$ cat config.mk
export PLATFORM = sky130hd
export DESIGN_NAME = riscv_ctrl_seq
export DESIGN_NICKNAME = d
export VERILOG_FILES = /design/src/rtl/riscv_ctrl_seq.sv
export SDC_FILE = /design/constraint.sdc
export NUM_CORES = 1
export LEC_CHECK = 0
export CORE_ASPECT_RATIO = 0.7
export CORE_MARGIN = 2
export CORE_UTILIZATION = 34
export DETAILED_ROUTE_END_ITERATION = 8
export PLACE_DENSITY = 0.76
export SLEW_MARGIN = 20
export SYNTH_ARGS = -nofsm -noshare
export SYNTH_HDL_FRONTEND = slang
export SYNTH_SLANG_ARGS = --single-unit
$ cat constraint.sdc
create_clock -name clk -period 2.41 [get_ports clk]
set_input_delay 0.3615 -clock clk [delete_from_list [all_inputs] [get_ports clk]]
set_output_delay 0.3615 -clock clk [all_outputs]
set_load 0.005 [all_outputs]
$ cat src/rtl/riscv_ctrl_seq.sv
// RV32I single-cycle control sequencer: decode, branch resolve, memory wait, trap.
// Optional PERF_CNT_EN adds retired/stallCycles performance counters.
module riscv_ctrl_seq #(
    parameter int TIMEOUT = 16
) (
    input  logic        clk,
    input  logic        rst,
    input  logic [31:0] instr,
    input  logic        instrValid,
    input  logic        zero,
    input  logic        negative,
    input  logic        overflow,
    input  logic        carry,
    input  logic        memAck,
    output logic        regWrite,
    output logic        PCsrc,
    output logic        Jsrc,
    output logic        ALUsrcB,
    output logic [1:0]  ALUsrcA,
    output logic [3:0]  ALUcontrol,
    output logic [1:0]  immSrc,
    output logic [1:0]  resultSrc,
    output logic        pcEn,
    output logic        memReq,
    output logic        memWe,
    output logic        trap,
`ifdef PERF_CNT_EN
    output logic [31:0] retired,
    output logic [31:0] stallCycles,
`endif
    output logic [1:0]  trapCause
);

    typedef enum logic [1:0] {RUN, MEM_WAIT, TRAP} state_t;

    localparam int CW = (TIMEOUT > 1) ? $clog2(TIMEOUT + 1) : 1;
    localparam logic [CW-1:0] TO = CW'(TIMEOUT);

    state_t state, state_n;
    logic [CW-1:0] cnt, cnt_n;
    logic [1:0] cause, cause_n;

    logic [6:0] op;
    logic [2:0] f3;
    logic [6:0] f7;
    logic illegal, isMem, isStore, decRw, taken, timedOut;
    logic unused_bits;

    assign op = instr[6:0];
    assign f3 = instr[14:12];
    assign f7 = instr[31:25];
    assign unused_bits = ^{instr[24:15], instr[11:7]};

    function automatic logic [3:0] alu_fn(input logic [2:0] f, input logic alt);
        case (f)
            3'b000:  alu_fn = alt ? 4'b0001 : 4'b0000;
            3'b001:  alu_fn = 4'b0111;
            3'b010:  alu_fn = 4'b0101;
            3'b011:  alu_fn = 4'b0110;
            3'b100:  alu_fn = 4'b0100;
            3'b101:  alu_fn = alt ? 4'b1001 : 4'b1000;
            3'b110:  alu_fn = 4'b0011;
            default: alu_fn = 4'b0010;
        endcase
    endfunction

    always_comb begin
        case (f3)
            3'b000:  taken = zero;
            3'b001:  taken = !zero;
            3'b100:  taken = negative ^ overflow;
            3'b101:  taken = !(negative ^ overflow);
            3'b110:  taken = !carry;
            default: taken = carry;
        endcase
    end

    always_comb begin
        illegal    = 1'b0;
        isMem      = 1'b0;
        isStore    = 1'b0;
        decRw      = 1'b0;
        PCsrc      = 1'b0;
        Jsrc       = 1'b0;
        ALUsrcB    = 1'b0;
        ALUsrcA    = 2'b00;
        ALUcontrol = 4'b0000;
        immSrc     = 2'b00;
        resultSrc  = 2'b00;
        unique case (1'b1)
            op == 7'b0110011: begin
                decRw      = 1'b1;
                ALUcontrol = alu_fn(f3, f7[5]);
                illegal    = !(f7 == 7'b0000000 ||
                               (f7 == 7'b0100000 && (f3 == 3'b000 || f3 == 3'b101)));
            end
            op == 7'b0010011: begin
                decRw      = 1'b1;
                ALUsrcB    = 1'b1;
                ALUcontrol = alu_fn(f3, f3 == 3'b101 && f7[5]);
                if (f3 == 3'b001)
                    illegal = f7 != 7'b0000000;
                else if (f3 == 3'b101)
                    illegal = !(f7 == 7'b0000000 || f7 == 7'b0100000);
            end
            op == 7'b0000011: begin
                isMem     = 1'b1;
                decRw     = 1'b1;
                ALUsrcB   = 1'b1;
                resultSrc = 2'b10;
                illegal   = f3 != 3'b010;
            end
            op == 7'b0100011: begin
                isMem   = 1'b1;
                isStore = 1'b1;
                ALUsrcB = 1'b1;
                immSrc  = 2'b01;
                illegal = f3 != 3'b010;
            end
            op == 7'b1100011: begin
                ALUcontrol = 4'b0001;
                immSrc     = 2'b10;
                PCsrc      = taken;
                illegal    = f3[2:1] == 2'b01;
            end
            op == 7'b1101111: begin
                decRw     = 1'b1;
                PCsrc     = 1'b1;
                ALUsrcA   = 2'b01;
                ALUsrcB   = 1'b1;
                immSrc    = 2'b11;
                resultSrc = 2'b01;
            end
            op == 7'b1100111: begin
                decRw     = 1'b1;
                PCsrc     = 1'b1;
                Jsrc      = 1'b1;
                ALUsrcB   = 1'b1;
                resultSrc = 2'b01;
                illegal   = f3 != 3'b000;
            end
            default: illegal = 1'b1;
        endcase
    end

    assign timedOut = (TIMEOUT != 0) && (cnt == TO);

    always_comb begin
        state_n  = state;
        cnt_n    = cnt;
        cause_n  = cause;
        pcEn     = 1'b0;
        regWrite = 1'b0;
        memReq   = 1'b0;
        case (state)
            RUN: begin
                if (instrValid) begin
                    if (illegal) begin
                        state_n = TRAP;
                        cause_n = 2'b01;
                    end else if (isMem) begin
                        memReq = 1'b1;
                        if (memAck) begin
                            pcEn     = 1'b1;
                            regWrite = !isStore;
                        end else begin
                            state_n = MEM_WAIT;
                            cnt_n   = CW'(1);
                        end
                    end else begin
                        pcEn     = 1'b1;
                        regWrite = decRw;
                    end
                end
            end
            MEM_WAIT: begin
                memReq = 1'b1;
                // a late ack still beats the timeout on the same cycle
                if (memAck) begin
                    pcEn     = 1'b1;
                    regWrite = !isStore;
                    state_n  = RUN;
                end else if (timedOut) begin
                    state_n = TRAP;
                    cause_n = 2'b10;
                end else begin
                    cnt_n = cnt + CW'(1);
                end
            end
            default: ;
        endcase
        if (rst) begin
            pcEn     = 1'b0;
            regWrite = 1'b0;
            memReq   = 1'b0;
        end
    end

    always_ff @(posedge clk) begin
        if (rst) begin
            state <= RUN;
            cnt   <= '0;
            cause <= 2'b00;
        end else begin
            state <= state_n;
            cnt   <= cnt_n;
            cause <= cause_n;
        end
    end

    assign memWe     = memReq & isStore;
    assign trap      = state == TRAP;
    assign trapCause = cause;

`ifdef PERF_CNT_EN
    always_ff @(posedge clk) begin
        if (rst) begin
            retired     <= '0;
            stallCycles <= '0;
        end else begin
            if (pcEn)
                retired <= retired + 32'd1;
            if (state == MEM_WAIT || (state == RUN && !instrValid))
                stallCycles <= stallCycles + 32'd1;
        end
    end
`endif

endmodule

==> metrics.txt, run 1 <==
status complete, but fails checks; violated checks setup timing; maximum number of buffers from clock root to sink 2; CTS clock-pin slew for the worst setup and hold paths around 40 ps; buffer cell driving the clock tree root sky130_fd_sc_hd__clkbuf_8; area fraction in and, or, nand and nor cells after synthesis a little over a third; Chip Width between 70 and 80 um; leading area contributor after synthesis sky130_fd_sc_hd__dfxtp_1; Total Nets Final 268; type of the worst setup path in -> out; share of the synthesized area in compound gates (AO/OA/AOI/OAI) 29.8%; Min-Delay Path Depth 1; top fanout value on the critical path 4; main combinational cell family by area after synthesis simple AND/OR/NAND/NOR gates; number of clock sinks 9; count of state elements after synthesis 9; area fraction of the dominant cell type after synthesis 17.3%; Post-Synthesis Cells around 150; pin count of the biggest net entering global routing 10; prevailing post-synth register cell sky130_fd_sc_hd__dfxtp_1; crit path setup slack, layout -99.9 ps; syn nets 194; remaining max-slew budget at the tightest pin 62.9%; number of inserted diodes 0; detailed-route vias per instance approximately 5.5; number of port buffers 43; antenna-violating nets left 0; post-synthesis sequential area ratio 17.3%; final routed wire length divided by cell count ~15 um; overall power around 500 uW; count of warnings emitted by yosys 0; top-level port count 60; adder and majority gate portion of the synthesized area between 2 and 2.5%; final WL slightly below 4000 um; total die area ~3500 um2; fraction of registers with async set or reset after synthesis 0%; total iterations of the first detailed-routing run 4; count of flip-flops with a built-in enable after synthesis 0; max-cap violations 0; critical path arrival ~2200 ps; kind of end point of the critical path primary output; final critical-path required period between 2000 and 3000 ps; synthesis-to-finish area growth 76.1%; quantity of hold-fixing buffers added after cts 0; multiplexer share of the synthesized area 0.963%; routability-driven placement congestion ratio 0.875; dpl cell area 1720 um2; worst-case vdd ir drop 200 uV; count of routing violations after the opening detailed-route iteration approximately 120; final slew viol count 0; die height 50.3 um; number of cells traversed by the worst register-to-register path 8; largest clock skew in the final design approximately 1.7 ps; filler-free cell count of the finished design 261; setup repair after global routing missed its margin true; number of distinct library cells after synthesis between 40 and 50; top area cells in the synthesized netlist sky130_fd_sc_hd__dfxtp_1 (17%), sky130_fd_sc_hd__a21oi_1 (7.7%), sky130_fd_sc_hd__nor2_1 (6.1%), sky130_fd_sc_hd__nor3_1 (4.3%), sky130_fd_sc_hd__nand2_1 (4.0%); overflow left after global routing 0; final instance area around 1800 um2; initial antenna violation count 0; maximum clock frequency 398 MHz; via count of the first global-routing pass 1,385; all-layer global routing usage 22.0%; worst skew pair latency 230 ps; static leakage 0.000795 uW; final hold violation count 0; area of the core region 2860 um2; number of buffers inserted during clock tree synthesis 3; slew at the pin closest to its max-slew limit 553 ps; worst path required time roughly 2000 ps; final number of setup-violating endpoints 2; layout cell share with drive strength beyond 1 32.9%; number of levels in the clock H-tree 1; clock tree from TritonCTS built; cell area power density 276 nW/um2; period utilisation layout 104%; HPWL after DPL 2980 um; Hold/Removal Path Class reg -> reg; Post-Syn Area between 1000 and 1500 um2; XOR/XNOR share of the synthesized area approximately 4.2%; count of standard-cell rows 16; total via count after detailed routing 1,443; number of cells in the design after placement 255; Worst Setup Start Kind input port; synthesized area per cell 6.84 um2; Initial Util 36.3%; first-pass GRT wire length 6220 um; post-route DRC violation count 0
==> layout make-up <==
type	count	area (um2)
clock buffers	4	45.0
fillers	241	1030
inverters	9	33.8
multi-input cells	121	838
flip-flops and latches	9	180
well taps	36	45.0
repair buffers	82	688
==> flip-flops by register name (all words and copies together) (netlist names) <==
| register | count |
|---|---|
| cnt | 5 |
| state | 2 |
| trapCause | 2 |
==> cells by family (layout without fill, tap and decap cells) <==
logic type      count (synthesis)  count (layout)
simple gates                   69              69
compound gates                 43              43
buf+inv                        22              95
flops                           9               9
xor+xnor                        5               5
fa+ha+maj                       2               2
other cells                     1               1
mux                             1               1
==> cells in the final DEF (no fill, tap or decap), types with 2 or more instances in the layout <==
cell	count
sky130_fd_sc_hd__nor2b_1	4
sky130_fd_sc_hd__or4_4	2
sky130_fd_sc_hd__buf_4	36
sky130_fd_sc_hd__a211oi_1	2
sky130_fd_sc_hd__buf_2	7
sky130_fd_sc_hd__inv_1	9
sky130_fd_sc_hd__a21oi_1	14
sky130_fd_sc_hd__xnor2_1	3
sky130_fd_sc_hd__nand2_1	10
sky130_fd_sc_hd__or3_2	2
sky130_fd_sc_hd__nor4_1	2
sky130_fd_sc_hd__xor2_1	2
sky130_fd_sc_hd__clkdlybuf4s50_1	19
sky130_fd_sc_hd__nor3_1	7
sky130_fd_sc_hd__buf_6	5
sky130_fd_sc_hd__nand3_1	5
sky130_fd_sc_hd__o21ai_0	6
sky130_fd_sc_hd__nand4_1	2
sky130_fd_sc_hd__dfxtp_1	9
sky130_fd_sc_hd__clkbuf_8	3
sky130_fd_sc_hd__a21oi_2	2
sky130_fd_sc_hd__a31oi_1	2
sky130_fd_sc_hd__nor2_1	16
sky130_fd_sc_hd__ha_1	2
sky130_fd_sc_hd__a21o_1	2
sky130_fd_sc_hd__dlygate4sd2_1	13
sky130_fd_sc_hd__a211oi_2	2
sky130_fd_sc_hd__nand2b_1	4
==> worst max-delay path, stage by stage <==
cell,delay [ps]
sky130_fd_sc_hd__clkdlybuf4s50_1,480
sky130_fd_sc_hd__buf_4,180
sky130_fd_sc_hd__nand2b_1,170
sky130_fd_sc_hd__o41a_1,420
sky130_fd_sc_hd__and2_4,180
sky130_fd_sc_hd__a32o_1,230
sky130_fd_sc_hd__buf_2,120
==> stage by stage <==
step | hold slack (ps) | utilization [%] | TNS [ps] | setup WS, ps
2_1_floorplan | 471 | - | -168 | -166
3_3_place_gp | 485 | 60.2 | -7120 | -845
3_5_place_dp | 513 | 60.2 | -7920 | -895
4_1_cts | 523 | 63.5 | -353 | -108
5_1_grt | 524 | 63.9 | -502 | -173
6_report | 523 | 63.9 | -175 | -99.9
==> metal layers <==
metal	track usage [%]	up-vias	routed length, um
li1	-	694	-
met1	27.6	655	1700
met2	37.9	86	1760
met3	5.22	8	361
met4	6.09	0	55
met5	0	-	0
==> synthesized netlist by cell type, types with 2 or more instances <==
| library cell | number |
|---|---|
| sky130_fd_sc_hd__a21o_1 | 2 |
| sky130_fd_sc_hd__or3_2 | 2 |
| sky130_fd_sc_hd__dfxtp_1 | 9 |
| sky130_fd_sc_hd__a21oi_1 | 16 |
| sky130_fd_sc_hd__or3_1 | 2 |
| sky130_fd_sc_hd__clkbuf_1 | 9 |
| sky130_fd_sc_hd__nand3_1 | 5 |
| sky130_fd_sc_hd__nor2b_1 | 5 |
| sky130_fd_sc_hd__inv_1 | 9 |
| sky130_fd_sc_hd__nor4_1 | 2 |
| sky130_fd_sc_hd__nand2b_1 | 4 |
| sky130_fd_sc_hd__nand2_1 | 11 |
| sky130_fd_sc_hd__nand4_1 | 2 |
| sky130_fd_sc_hd__a211oi_1 | 4 |
| sky130_fd_sc_hd__nor2_1 | 17 |
| sky130_fd_sc_hd__o21ai_0 | 6 |
| sky130_fd_sc_hd__xor2_1 | 2 |
| sky130_fd_sc_hd__a31oi_1 | 2 |
| sky130_fd_sc_hd__ha_1 | 2 |
| sky130_fd_sc_hd__xnor2_1 | 3 |
| sky130_fd_sc_hd__or4_1 | 2 |
| sky130_fd_sc_hd__buf_6 | 2 |
| sky130_fd_sc_hd__nor3_1 | 9 |
==> worst paths after layout <==
kind | endpoint | from | slack [ps]
max | memReq | instr[13] | -100
min | trapCause[1]$_SDFFE_PP0P_ | trapCause[1]$_SDFFE_PP0P_ | 520
max reg2reg | cnt[1]$_SDFFE_PP0P_ | cnt[0]$_SDFFE_PP0P_ | 500
min reg2reg | trapCause[1]$_SDFFE_PP0P_ | trapCause[1]$_SDFFE_PP0P_ | 520
==> report_power, final <==
group	switching, uW	total, uW	internal (uW)
logic	81.9	178	95.7
registers	4.54	157	153
clock network	55.0	170	115
total	141	505	363
==> what timing repair did <==
item / 4_1_cts / 5_1_grt
endpoints found under the hold margin: 0 / 0
endpoints found under the setup margin: 18 / 5
buffers inserted: 4 / 0
gates resized for setup: 69 / 3
pin swaps: 18 / 2
No activity file was read; power rests on OpenSTA's default activity.
==> inputs of run 2 (changes only) <==
--- a/config.mk
+++ b/config.mk
@@ -5,11 +5,10 @@
 export SDC_FILE = /design/constraint.sdc
 export NUM_CORES = 1
 export LEC_CHECK = 0
-export CORE_ASPECT_RATIO = 0.7
 export CORE_MARGIN = 2
-export CORE_UTILIZATION = 34
+export CORE_UTILIZATION = 41
 export DETAILED_ROUTE_END_ITERATION = 8
-export PLACE_DENSITY = 0.76
+export PLACE_DENSITY = 0.86
 export SLEW_MARGIN = 20
 export SYNTH_ARGS = -nofsm -noshare
 export SYNTH_HDL_FRONTEND = slang
==> constraint.sdc (replaced) <==
create_clock -name clk -period 3 [get_ports clk]
set_input_delay 0.45 -clock clk [delete_from_list [all_inputs] [get_ports clk]]
set_output_delay 0.45 -clock clk [all_outputs]
set_load 0.005 [all_outputs]
==> metrics.txt, run 2 (synthesized netlist as in run 1, its figures left out) <==
flip-flop count of the largest register after layout 5 (unchanged); maximum clock frequency between 300 and 400 MHz; worst skew pair latency 260 ps (was 230 ps); Chip Width 54.4 um (was 70.1 um); count of standard-cell rows 18 (was 16); pin count of the biggest net entering global routing 11 (was 10); quantity of hold-fixing buffers added after cts 0 (unchanged); die height 54.4 um (was 50.3 um); delay of the slowest cell on the worst path 520 ps (was 480 ps); top fanout value on the critical path 5 (was 4); worst hold slack after final layout 514 ps (was 523 ps); HPWL after DPL 2800 um (was 2980 um); worst path required time 2550 ps (was 2050 ps); type of the worst setup path in -> out (unchanged); setup repair after global routing missed its margin true (unchanged); detailed-route vias per instance 5.60 (was 5.53); period utilisation layout 98.0%; number of clock sinks 9 (unchanged); status completed (was complete, but fails checks); all-layer global routing usage 25.3% (was 22.0%); clock tree from TritonCTS built (unchanged); worst slack, placed -431 ps (was -895 ps); chain of cells forming the critical path clkdlybuf4s50_1 > nand2_1 > or4b_4 > o41a_1 > buf_4 > a31oi_1 > nor4_1 > buf_2 (was clkdlybuf4s50_1 > buf_4 > nand2b_1 > o41a_1 > and2_4 > a32o_1 > buf_2); antenna-violating nets left 0 (unchanged); number of buffers inserted during clock tree synthesis 3 (unchanged); cell area power density 204 nW/um2 (was 276 nW/um2); final critical-path required period 2940 ps; overflow left after global routing 0 (unchanged); synthesis-to-finish area growth 66.2% (was 76.1%); post-route DRC violation count 0 (unchanged); number of levels in the clock H-tree 1 (unchanged); buffer cell driving the clock tree root sky130_fd_sc_hd__clkbuf_4 (was sky130_fd_sc_hd__clkbuf_8); CTS clock-pin slew for the worst setup and hold paths 50 ps (was 40 ps); total die area 2960 um2 (was 3520 um2); largest clock skew in the final design 6.37 ps (was 1.65 ps); Initial Util 42.7% (was 36.3%); total iterations of the first detailed-routing run 4 (unchanged); layout cell share with drive strength beyond 1 25.2% (was 32.9%); largest register by flop count cnt (unchanged); via count of the first global-routing pass 1,316 (was 1,385); fillers 190 (was 241); first-pass GRT wire length 5670 um (was 6220 um); critical path arrival 2490 ps (was 2150 ps); kind of end point of the critical path primary output (unchanged); final routed wire length divided by cell count 14.2 um (was 14.9 um); peak-usage layer in the global routing report met2 (unchanged); final hold violation count 0 (unchanged); overall power 353 uW (was 505 uW); count of routing violations after the opening detailed-route iteration 33 (was 118); top-level port count 60 (unchanged); final WL 3530 um (was 3880 um); static leakage 0.000694 uW (was 0.000795 uW); filler-free cell count of the finished design 248 (was 261); most common cell after layout, fill and taps aside sky130_fd_sc_hd__clkdlybuf4s50_1 (was sky130_fd_sc_hd__buf_4); Total Nets Final 261 (was 268); number of inserted diodes 0 (unchanged); cell with the largest stage delay on the worst path sky130_fd_sc_hd__or4b_4 (was sky130_fd_sc_hd__clkdlybuf4s50_1); number of cells in the design after placement 244 (was 255); area of the core region 2430 um2 (was 2860 um2); GRT met2 Usage 46.6% (was 37.9%); max-cap violations 0 (unchanged); routability-driven placement congestion ratio 0.866 (was 0.875); number of port buffers 43 (unchanged); worst-case vdd ir drop 334 uV (was 200 uV); maximum number of buffers from clock root to sink 2 (unchanged); met3 usage 4.92% (was 5.22%); final number of setup-violating endpoints 0 (was 2); final slew viol count 0 (unchanged); crit path setup slack, layout 59.5 ps (was -99.9 ps); most frequent cells in the layout sky130_fd_sc_hd__clkdlybuf4s50_1 (36), sky130_fd_sc_hd__buf_4 (31), sky130_fd_sc_hd__nor2_1 (17), sky130_fd_sc_hd__a21oi_1 (16), sky130_fd_sc_hd__nand2_1 (11) (was sky130_fd_sc_hd__buf_4 (36), sky130_fd_sc_hd__clkdlybuf4s50_1 (19), sky130_fd_sc_hd__nor2_1 (16), sky130_fd_sc_hd__a21oi_1 (14), sky130_fd_sc_hd__dlygate4sd2_1 (13)); Hold/Removal Path Class reg -> reg (unchanged); initial antenna violation count 0 (unchanged); met1 GRT Util 29.6% (was 27.6%); Worst Setup Start Kind input port (unchanged); total via count after detailed routing 1,389 (was 1,443)
[run 2: layer usage]
metal / share of wire (%) / vias to the layer above / wire (um)
met5: 0 / - / 0
met4: 2.0 / 0 / 70
met3: 6.0 / 8 / 210
met2: 50 / 62 / 1780
met1: 42 / 643 / 1470
li1: - / 676 / -
[run 2: final cells by class]
class / count / area (um2) / share of cell area [%]
multi-input combinational: 121 / 796 / 46.1
timing repair buffer: 75 / 654 / 37.9
sequential: 9 / 180 / 10.4
tap: 30 / 37.5 / 2.17
inverter: 9 / 33.8 / 1.96
clock buffer: 4 / 26.3 / 1.52
[run 2: critical path: cells and delay by family]
family          cells  cell delay, ps
buf+inv             3             770
compound gates      2             610
simple gates        3             650
[run 2: final timing paths]
| kind | from | slack (ps) | endpoint | depth (start not counted) |
|---|---|---|---|---|
| setup / recovery | instr[0] | 60 | memWe | 8 |
| hold / removal | cnt[3]$_SDFFE_PP0P_ | 510 | cnt[3]$_SDFFE_PP0P_ | 2 |
| setup reg to reg | cnt[0]$_SDFFE_PP0P_ | 1220 | cnt[1]$_SDFFE_PP0P_ | 8 |
| hold reg to reg | cnt[3]$_SDFFE_PP0P_ | 510 | cnt[3]$_SDFFE_PP0P_ | 2 |
[run 2: timing repair]
item                                    in CTS  in global routing
gates resized for setup                     22                  5
pin swaps                                    9                  3
endpoints found under the setup margin       7                  5
hold endpoints to repair                     0                  0
buffers inserted                             1                  0
[run 2: metrics by stage]
step                util [%]  TNS (ps)  cell area (um2)
CTS                     70.4     -1.04             1710
global route            71.0     -51.3             1730
detailed placement      69.0     -1660             1680
global placement        69.0     -1390             1680
floorplan                  -         0             1040
finish                  71.0         0             1730
[run 2: power breakdown]
part | internal [uW] | total (uW) | switching [uW] | leakage [uW]
Sequential | 122 | 126 | 3.31 | 0.0000731
Clock | 51.2 | 92.9 | 41.7 | 0.0000150
Combinational | 75.5 | 135 | 59.1 | 0.000606
Total | 249 | 353 | 104 | 0.000694
